File: src/rtl/freq_div_prog.sv
`default_nettype none
// ============================================================================
// Module   : freq_div_prog
// Brief    : Runtime-programmable integer clock divider (N = 2 .. 2^WIDTH-1)
//            with a registered near-50% clock_out, a period tick, and a
//            shadowed divisor reload that switches only at period boundaries.
//            Optional macro FREQ_DIV_DUTY_EN adds a programmable high time.
// Revision : 1.0 - initial release
// ============================================================================
module freq_div_prog #(
    parameter int WIDTH       = 20,
    parameter int DEFAULT_DIV = 4
) (
    input  logic             clock_in,
    input  logic             reset,
    input  logic             enable,
    input  logic [WIDTH-1:0] div_value,
`ifdef FREQ_DIV_DUTY_EN
    input  logic [WIDTH-1:0] high_value,
`endif
    input  logic             div_load,
    output logic             div_pending,
    output logic             div_ack,
    output logic             div_err,
    output logic             clock_out,
    output logic             tick
);

    localparam logic [WIDTH-1:0] c_one     = WIDTH'(1);
    localparam logic [WIDTH-1:0] c_two     = WIDTH'(2);
    localparam logic [WIDTH-1:0] c_def_div = WIDTH'(DEFAULT_DIV);

    if (DEFAULT_DIV < 2 || longint'(DEFAULT_DIV) >= (longint'(1) << WIDTH)) begin : g_bad_default
        $error("freq_div_prog: DEFAULT_DIV must be >= 2 and < 2**WIDTH");
    end

    logic [WIDTH-1:0] n_q;
    logic [WIDTH-1:0] cnt_q;
    logic [WIDTH-1:0] cnt_d;
    logic [WIDTH-1:0] shadow_q;
    logic [WIDTH-1:0] h_act;
    logic             pend_q;
    logic             clk_q;
    logic             tick_q;
    logic             ack_q;
    logic             err_q;
    logic             wrap;
    logic             load_ok;
    logic             apply;

`ifdef FREQ_DIV_DUTY_EN
    logic [WIDTH-1:0] h_q;
    logic [WIDTH-1:0] shadow_h_q;

    assign h_act   = h_q;
    assign load_ok = (div_value >= c_two) && (high_value >= c_one)
                     && (high_value <= div_value - c_one);
`else
    // High time is ceil(N/2), giving the extra cycle to the high phase for odd N.
    assign h_act   = n_q - (n_q >> 1);
    assign load_ok = (div_value >= c_two);
`endif

    assign wrap  = (cnt_q == n_q - c_one);
    assign cnt_d = wrap ? '0 : cnt_q + c_one;
    // A load landing on the wrap edge defers the switch to the following wrap.
    assign apply = enable && wrap && pend_q && !div_load;

    always_ff @(posedge clock_in) begin
        if (reset) begin
            n_q        <= c_def_div;
            cnt_q      <= c_def_div - c_one;
            shadow_q   <= '0;
            pend_q     <= 1'b0;
            clk_q      <= 1'b0;
            tick_q     <= 1'b0;
            ack_q      <= 1'b0;
            err_q      <= 1'b0;
`ifdef FREQ_DIV_DUTY_EN
            h_q        <= c_def_div >> 1;
            shadow_h_q <= '0;
`endif
        end else begin
            ack_q  <= 1'b0;
            err_q  <= 1'b0;
            tick_q <= 1'b0;

            if (div_load) begin
                if (load_ok) begin
                    shadow_q   <= div_value;
                    pend_q     <= 1'b1;
`ifdef FREQ_DIV_DUTY_EN
                    shadow_h_q <= high_value;
`endif
                end else begin
                    err_q <= 1'b1;
                end
            end

            if (apply) begin
                n_q    <= shadow_q;
                cnt_q  <= '0;
                clk_q  <= 1'b1;
                tick_q <= 1'b1;
                ack_q  <= 1'b1;
                pend_q <= 1'b0;
`ifdef FREQ_DIV_DUTY_EN
                h_q    <= shadow_h_q;
`endif
            end else if (enable) begin
                cnt_q  <= cnt_d;
                clk_q  <= (cnt_d < h_act);
                tick_q <= (cnt_d == '0);
            end
        end
    end

    assign div_pending = pend_q;
    assign div_ack     = ack_q;
    assign div_err     = err_q;
    assign clock_out   = clk_q;
    assign tick        = tick_q;

endmodule
`default_nettype wire

File: config.mk
export PLATFORM = sky130hd
export DESIGN_NAME = freq_div_prog
export DESIGN_NICKNAME = d
export VERILOG_FILES = /design/src/rtl/freq_div_prog.sv
export SDC_FILE = /design/constraint.sdc
export NUM_CORES = 1
export LEC_CHECK = 0
export CORE_ASPECT_RATIO = 1.5
export CORE_UTILIZATION = 30
export CTS_BUF_LIST = sky130_fd_sc_hd__clkbuf_8
export DETAILED_ROUTE_END_ITERATION = 8
export SKIP_LAST_GASP = 1
export SLEW_MARGIN = 20
export SYNTH_ARGS = -nofsm -noshare
export SYNTH_HDL_FRONTEND = slang
export SYNTH_SLANG_ARGS = --single-unit
File: constraint.sdc
create_clock -name clock_in -period 5.8 [get_ports clock_in]
set_input_delay 0.58 -clock clock_in [delete_from_list [all_inputs] [get_ports clock_in]]
set_output_delay 0.58 -clock clock_in [all_outputs]
set_load 0.01 [all_outputs]
### After elaboration in Yosys (flattened, before gate mapping)

Cells that the tools add are included.

| word-level totals | value |
|---|---|
| output and inout port bits | 5 |
| word-level logic and storage cells | 34 |
| input bits | 24 |
| register bits after elaboration | 65 |

| operators by class | value |
|---|---|
| add/subtract/negate cells | 3 |
| bitwise operators | 1 |
| mux-type cells | 9 |
| equal/unequal tests | 1 |
| reductions and logical operators | 9 |
| order comparisons | 2 |

Operators with widths:

| cell | count |
|---|---|
| $add 20x1->20 const B | 1 |
| $eq 20x20->1 | 1 |
| $ge 20x2->1 const B | 1 |
| $logic_not 20->1 | 1 |
| $lt 20x20->1 | 1 |
| $mux 20 | 1 |
| $sub 20x1->20 const B | 1 |
| $sub 20x19->20 | 1 |
| $mux 1 | 6 |
| $mux 2 | 2 |
| $reduce_or 2->1 | 2 |
| $logic_and 1x1->1 | 3 |
| $reduce_and 2->1 | 1 |
| $reduce_bool 2->1 | 1 |
| $logic_not 1->1 | 1 |
| $not 1->1 | 1 |

### Logic depth before layout (Yosys ltp)

Gate-level depths: netlist of run 1.

| depth | value |
|---|---|
| word-level depth | 6 |
| depth in mapped cells | 19 |

### Worst setup path after synthesis of run 1

Ideal clock, no wire load.

| path | value |
|---|---|
| path kind | reg2reg |
| start point | register n_q[0] |
| end point | register clk_q, in the netlist clock_out |
| period minus slack after synthesis | 4.044 ns |
| data required time | 5.712 ns |
| setup time | 0.088 ns |
| stages on the path, launching flop included | 20 |
| setup slack | 1.756 ns |
| path buffers | 3 |
| arrival | 3.956 ns |
| cell sequence | dfxtp_1 > inv_1 > ha_1 > and3_1 > clkbuf_1 > a211oi_1 > o211ai_1 > or4_4 > nor4bb_1 > buf_2 > buf_2 > nor2_1 > ha_1 > a21o_1 > a211oi_1 > o21bai_1 > a21oi_1 > o21bai_1 > a31o_2 > o32ai_2 |

| between the ends | value |
|---|---|
| cells in the longest elaborated chain, start to end | 6 |
| elaborated cells on any way between the ends | 11 |
| those cells by class | add/sub: 2; order compare: 1; eq/ne: 1; mux: 3; reduce/logical: 4 |

RTL lines:

| element | RTL line | RTL |
|---|---|---|
| start, declared | 37 | `logic [WIDTH-1:0] n_q;` |
| start signal, assigned | 71 | `n_q <= c_def_div;` |
| start signal, assigned | 101 | `n_q <= shadow_q;` |
| $sub 20x1->20 | 64 | `assign wrap = (cnt_q == n_q - c_one);` |
| $eq 20x20->1 | 64 |  |
| $mux 20 | 65 | `assign cnt_d = wrap ? '0 : cnt_q + c_one;` |
| net cnt_d[5] | 39 | `logic [WIDTH-1:0] cnt_d;` |
| $lt 20x20->1 | 112 | `clk_q <= (cnt_d < h_act);` |
| $mux 1 | 110 | `end else if (enable) begin` |
| $mux 1 | 100 | `if (apply) begin` |
| end signal, assigned | 112 |  |
| end, declared | 43 | `logic clk_q;` |

The timed path passes the listed nets, and every way through them passes these cells. The select of a mux whose other input is x is not followed.
A chain may end at the register's enable or synchronous reset.

### Final worst setup path of run 1

Same ends and word-level chain as after synthesis.

==> impl_metrics.csv, run 1 <==
group,metric,value,unit
global_routing,grt_pass1_wl,22790,um
sta,setup_violations,0,
die,start_util,30.59,%
yosys,synth_commonest_cells,"nor2_1 (71), dfxtp_1 (65), ha_1 (59)",
die,chipWidth,112.2,um
yosys,syn_avg_cell_area,8.025,sq um
yosys,ys_warn_count,0,
layout,fin_nets,766,
yosys,netlist_area,5465,sq um
die,std_cell_rows,60,
global_routing,grt_max_degree,52,
outcome,status,"complete, but fails checks",
outcome,failed_checks,"DRC",
route,final_antenna_net_count,0,
power_and_ir_drop,irDropWorstVdd,154.5,uV
sta,finalSetupTns,0,ps
cts,cts_inserted_buffers,9,
sta,hold_viol_final,0,
placed_design,place.port_buffers,28,
power_and_ir_drop,p_sw,0.4557,mW
yosys,synth_cells,681,
setup_path,cp-end-kind,"register",
sta,drv_slew,0,
route,wire_per_inst,15.35,um
route,drc,1,
power_and_ir_drop,internal-power,0.9206,mW
placed_design,dpl-instance-area,5862,sq um
run,cap_violations,0,
die,core_area,17870,sq um
die,die_y,167.3,um
setup_path,critPathKind,"register to register",
sta,fmax,0.2094,GHz
setup_path,arrival,5040,ps
yosys,syn_nets,765,
die,die-area,18770,sq um
worst_hold_path,min_to,"shadow_q[15]",
power_and_ir_drop,combPwrFrac,28.6,%
yosys,synth-edff-count,0,
yosys,synth.distinct_cells,67,
setup_path,crit_path_max_incr_delay,850,ps
cts,post_cts_buffers,0,
setup_path,path_cells,"inv_1 > ha_1 > and3_1 > a211oi_1 > o211ai_1 > or4_4 > nor4bb_4 > buf_4 > nor2_1 > ha_1 > a211oi_1 > o21bai_1 > a21oi_1 > o21bai_1 > a31o_2 > o32ai_2",
yosys,yosysTopAreaCellShare,23.81,%
die,pin_count,29,
route,viasPerCell,5.263,
cts,clkTransAtPathRegs,80,ps
worst_hold_path,hold_start,"shadow_q[15]",
layout,n_antenna_cell,0,
yosys,seq_area_frac_synth,23.81,%
route,totalWireLength,13880,um
global_routing,grt_pass1_vias,4686,
worst_hold_path,min_delay_path_depth,2,
sta,tightest_slew,1003,ps
route,first_iter_violations,307,
setup_path,reg2reg_to,"clock_out",
sta,fin_crit_sh,82.36,%
setup_path,r2r_start,"n_q[0]",
cts,clock_sinks,65,
placed_design,hpwl,10800,um
power_and_ir_drop,power.share.sequential,35.1,%
setup_path,rrSetupSlack,1020,ps
power_and_ir_drop,switching_share,33.11,%
setup_path,cp_data_required_time,6070,ps
setup_path,slowest_stage,"nor4bb_4",
worst_hold_path,hp-class,"register to register",
power_and_ir_drop,p_leak,2.376,nW
power_and_ir_drop,p_clk_share,36.2,%
cts,cts_tree,"yes",
route,dr.pass1.iters,6,
setup_path,worst_r2r_path_depth,16,
sta,clock_skew,16.17,ps
layout,drive_above_1_share,4.949,%
sta,slew_headroom,33.12,%
setup_path,crit_fanout,16,
placed_design,place_congestion,0.8399,
sta,rsz0062_at_grt,"no",
cts,root_buffer,"clkbuf_8",
layout,syn2layout_area_growth,11.88,%
sta,finalCriticalPeriod,4777,ps
cts,ctsHoldBuffers,0,
yosys,synth.area.top_cells,"dfxtp_1 (24%), ha_1 (14%), xnor2_1 (6.3%)",
layout,stdcell_area,6115,sq um
route,vias,4758,
yosys,synth_most_common_cell,"nor2_1",
power_and_ir_drop,power_density,225.1,nW/um^2
global_routing,grt_use_total,15.27,%
yosys,synth_top_cell_by_area,"dfxtp_1",
global_routing,antenna_found_initial,0,
setup_path,startpoint_type,"register",
cts,cts_buffer_depth,2,
cts,cts_resized,0,
global_routing,gr-total-overflow,0,
yosys,synth_seq_cells,65,
cts,htreeDepth,3,
cts,worstSkewPairLatency,360,ps
yosys,async_reset_ff_share,0,%
yosys,synth_ff_type,"dfxtp_1",
how the worst max path moves through the flow:
stage,start,to,slack [ps],cells past startpoint
after global routing,n_q[8],clock_out,630,16
after global placement,n_q[0],clock_out,1070,16
final,n_q[0],clock_out,1020,16
after CTS,n_q[0],clock_out,1020,16
after floorplan,n_q[0],clock_out,1760,19
after detailed placement,n_q[0],clock_out,1060,16
power groups by stage:
stage | clock network [mW] | logic (mW) | registers [mW]
floorplan | 0 | 0.292 | 0.483
global placement | 0 | 0.392 | 0.494
detailed placement | 0 | 0.394 | 0.494
CTS | 0.507 | 0.397 | 0.484
global route | 0.526 | 0.434 | 0.486
finish | 0.499 | 0.394 | 0.484
metrics by stage:
| stage | total power, mW | std cells | setup slack [ps] | util [%] | hold slack, ps |
|---|---|---|---|---|---|
| floorplan | 0.7756 | 681 | 1756 | - | 436.6 |
| global placement | 0.8862 | 888 | 1070 | 32.81 | 449.2 |
| detailed placement | 0.8881 | 888 | 1063 | 32.81 | 446.5 |
| CTS | 1.387 | 904 | 1019 | 34.22 | 457.9 |
| global route | 1.446 | 904 | 629.5 | 34.22 | 484.1 |
| finish | 1.376 | 904 | 1023 | 34.22 | 456.2 |
cells in the final DEF (no fill, tap or decap), types with 6 or more instances in the layout:
cell	n
clkdlybuf4s50_1	27
nand2b_1	6
o21ai_0	34
nor2_1	71
and3_1	12
nand3_1	31
xor2_1	38
xnor2_1	39
a211oi_1	6
o211ai_1	6
ha_1	59
nor4_1	10
dfxtp_1	65
clkbuf_8	10
and4_1	8
nand4_1	14
a21oi_1	39
a31oi_1	9
mux2i_1	17
nand2_1	29
nor3_1	18
inv_1	41
a21o_1	6
flip-flops by register name, summed over array words and instances (netlist names):
name	count
clock_out	1
cnt_q	20
tick	1
div_ack	1
shadow_q	20
n_q	20
div_err	1
div_pending	1
cells by family (layout without fill, tap and decap cells):
kind of cell | count (synthesis) | after routing | synth area share, %
xor+xnor | 80 | 80 | 13.58
fa+ha+maj | 60 | 60 | 13.87
flops | 65 | 65 | 23.81
simple gates | 230 | 230 | 21.70
buf+inv | 85 | 91 | 6.593
mux | 17 | 17 | 3.113
compound gates | 144 | 144 | 17.33
layer usage:
layer	up-vias	GRT usage, %	share of wire (%)
met5	-	0	0
met4	0	6.725	2.2
met3	22	1.846	2.7
met2	74	28.60	52
met1	2251	17.11	43
li1	2411	-	-
worst max-delay path: cells and delay by family (launching register included):
family	cells	cell delay, ps
simple gates	4	1720
compound gates	8	1540
fa+ha+maj	2	560
flops	1	440
buf+inv	2	440
area by class of cell:
cell class                      instances  area, sq um
Fill cell                            1889        11750
Sequential cell                        65         1301
Clock inverter                          6        115.1
Timing Repair Buffer                   33        312.8
Multi-Input combinational cell        531         3819
Inverter                               42        157.7
Clock buffer                           10        137.6
Tap cell                              217        271.5
Note: power is estimated with default switching activity, not from simulation.
==> inputs of run 2 (changes only) <==
==> constraint.sdc (replaced) <==
create_clock -name clock_in -period 4.86 [get_ports clock_in]
set_input_delay 0.486 -clock clock_in [delete_from_list [all_inputs] [get_ports clock_in]]
set_output_delay 0.486 -clock clock_in [all_outputs]
set_load 0.01 [all_outputs]
==> impl_metrics.csv, run 2 (same netlist as run 1, synthesis figures left out) <==
group,metric,value,unit
cts,htreeDepth,3,
layout,drive_above_1_share,5.789,%
sta,finalCriticalPeriod,4379,ps
global_routing,grt_max_degree,52,
sta,holdWs,459.7,ps
layout,n_antenna_cell,0,
route,totalWireLength,13820,um
sta,slew_headroom,55.23,%
sta,drv_slew,0,
placed_design,place_congestion,0.8198,
die,std_cell_rows,60,
layout,num-fill-cells,1911,
sta,tightest_slew,671.6,ps
cts,ctsHoldBuffers,0,
route,vias,4748,
placed_design,hpwl,10770,um
setup_path,crit_fanout,26,
power_and_ir_drop,p_leak,2.373,nW
cts,worstSkewPairLatency,360,ps
layout,final_cell_mix,"nor2_1 (71), dfxtp_1 (65), ha_1 (59)",
setup_path,r2r_start,"n_q[2]",
cts,clkTransAtPathRegs,80,ps
die,chipWidth,112.2,um
setup_path,cp-endpoint,"clock_out",
route,drc,1,
global_routing,grt_use_total,15.38,%
setup_path,startpoint_type,"register",
sta,fin_crit_sh,90.10,%
outcome,status,"complete, but fails checks",
global_routing,gr-total-overflow,0,
route,viasPerCell,5.229,
cts,cts_inserted_buffers,9,
die,start_util,30.59,%
cts,cts_tree,"yes",
cts,root_buffer,"clkbuf_8",
route,final_antenna_net_count,0,
run,cap_violations,0,
route,first_iter_violations,174,
placed_design,dp_cells,892,
die,pin_count,29,
setup_path,startpoint,"n_q[2]",
cts,post_cts_buffers,0,
layout,fin_nets,770,
global_routing,antenna_found_initial,0,
cts,cts_buffer_depth,2,
setup_path,cp-end-kind,"register",
sta,finalSetupTns,0,ps
cts,clock_sinks,65,
sta,clock_skew,10.12,ps
setup_path,worst_r2r_path_depth,17,
global_routing,grt_pass1_wl,23040,um
layout,top_regs,"cnt_q (20), n_q (20), shadow_q (20)",
layout,syn2layout_area_growth,11.74,%
placed_design,place.port_buffers,28,
layout,final_cells,908,
setup_path,reg2reg_to,"clock_out",
route,wire_per_inst,15.22,um
setup_path,arrival,4660,ps
worst_hold_path,hp-class,"register to register",
outcome,failed_checks,"DRC",
sta,layout_setup_ws,481.1,ps
placed_design,pre_cts_ws,394.7,ps
sta,hold_viol_final,0,
sta,setup_violations,0,
die,die_y,167.3,um
sta,fmax,0.2284,GHz
sta,rsz0062_at_grt,"no",
power_and_ir_drop,irDropWorstVdd,171.3,uV
layout,final_common_cell,"nor2_1",
power_and_ir_drop,power_density,253.3,nW/um^2
setup_path,cp_data_required_time,5140,ps
setup_path,rrSetupSlack,480,ps
setup_path,critPathKind,"register to register",
global_routing,grt_pass1_vias,4714,
die,core_area,17870,sq um
route,dr.pass1.iters,7,
die,die-area,18770,sq um
[run 2: worst min path at each step]
stage	from	endpoint	slack, ps	cells past startpoint
2_1_floorplan	shadow_q[15]	shadow_q[15]	440	2
3_3_place_gp	shadow_q[17]	shadow_q[17]	450	2
3_5_place_dp	shadow_q[17]	shadow_q[17]	450	2
4_1_cts	shadow_q[17]	shadow_q[17]	460	2
5_1_grt	shadow_q[15]	shadow_q[15]	490	2
6_report	shadow_q[16]	shadow_q[16]	460	2
[run 2: timing repair]
item / CTS / global route
resized for setup: 0 / 2
endpoints found under the hold margin: 0 / 0
endpoints found under the setup margin: 0 / 1
[run 2: layer usage]
layer | track usage (%) | wire [um]
met1 | 17.59 | 6000
met2 | 28.44 | 7059
met3 | 2.027 | 365
met4 | 6.377 | 399
met5 | 0 | 0
[run 2: per-stage QoR]
step | total power, mW | utilization, % | instance area, sq um
after global routing | 1.633 | 34.18 | 6107
after global placement | 1.062 | 32.98 | 5892
after floorplan | 0.9256 | - | 5465
final | 1.547 | 34.18 | 6107
after CTS | 1.559 | 34.12 | 6097
after detailed placement | 1.066 | 32.98 | 5892
[run 2: critical path: stages (launching register included)]
cell and delay [ps]:
dfxtp_1 330, inv_1 170, ha_1 220, and3_1 370, and4_1 290, o211ai_1 100, or4_4 530, nor4bb_4 290
buf_4 320, nor2_1 90, ha_1 330, a21o_1 160, a211oi_1 240, o21bai_1 100, a21oi_1 170, o21bai_1 80
a31o_2 250, o32ai_2 240
[run 2: layout make-up]
class | count | area [sq um] | share of cell area, %
repair buffers | 37 | 342.8 | 5.614
clock inverters | 6 | 67.56 | 1.106
well taps | 217 | 271.5 | 4.446
inverters | 42 | 157.7 | 2.581
multi-input cells | 531 | 3829 | 62.69
clock buffers | 10 | 137.6 | 2.254
flip-flops and latches | 65 | 1301 | 21.31
[run 2: power breakdown]
group | switching (mW) | internal, mW | total [mW]
Clock | 0.239 | 0.252 | 0.491
Combinational | 0.287 | 0.194 | 0.481
Sequential | 0.0221 | 0.553 | 0.575
Total | 0.549 | 0.998 | 1.55
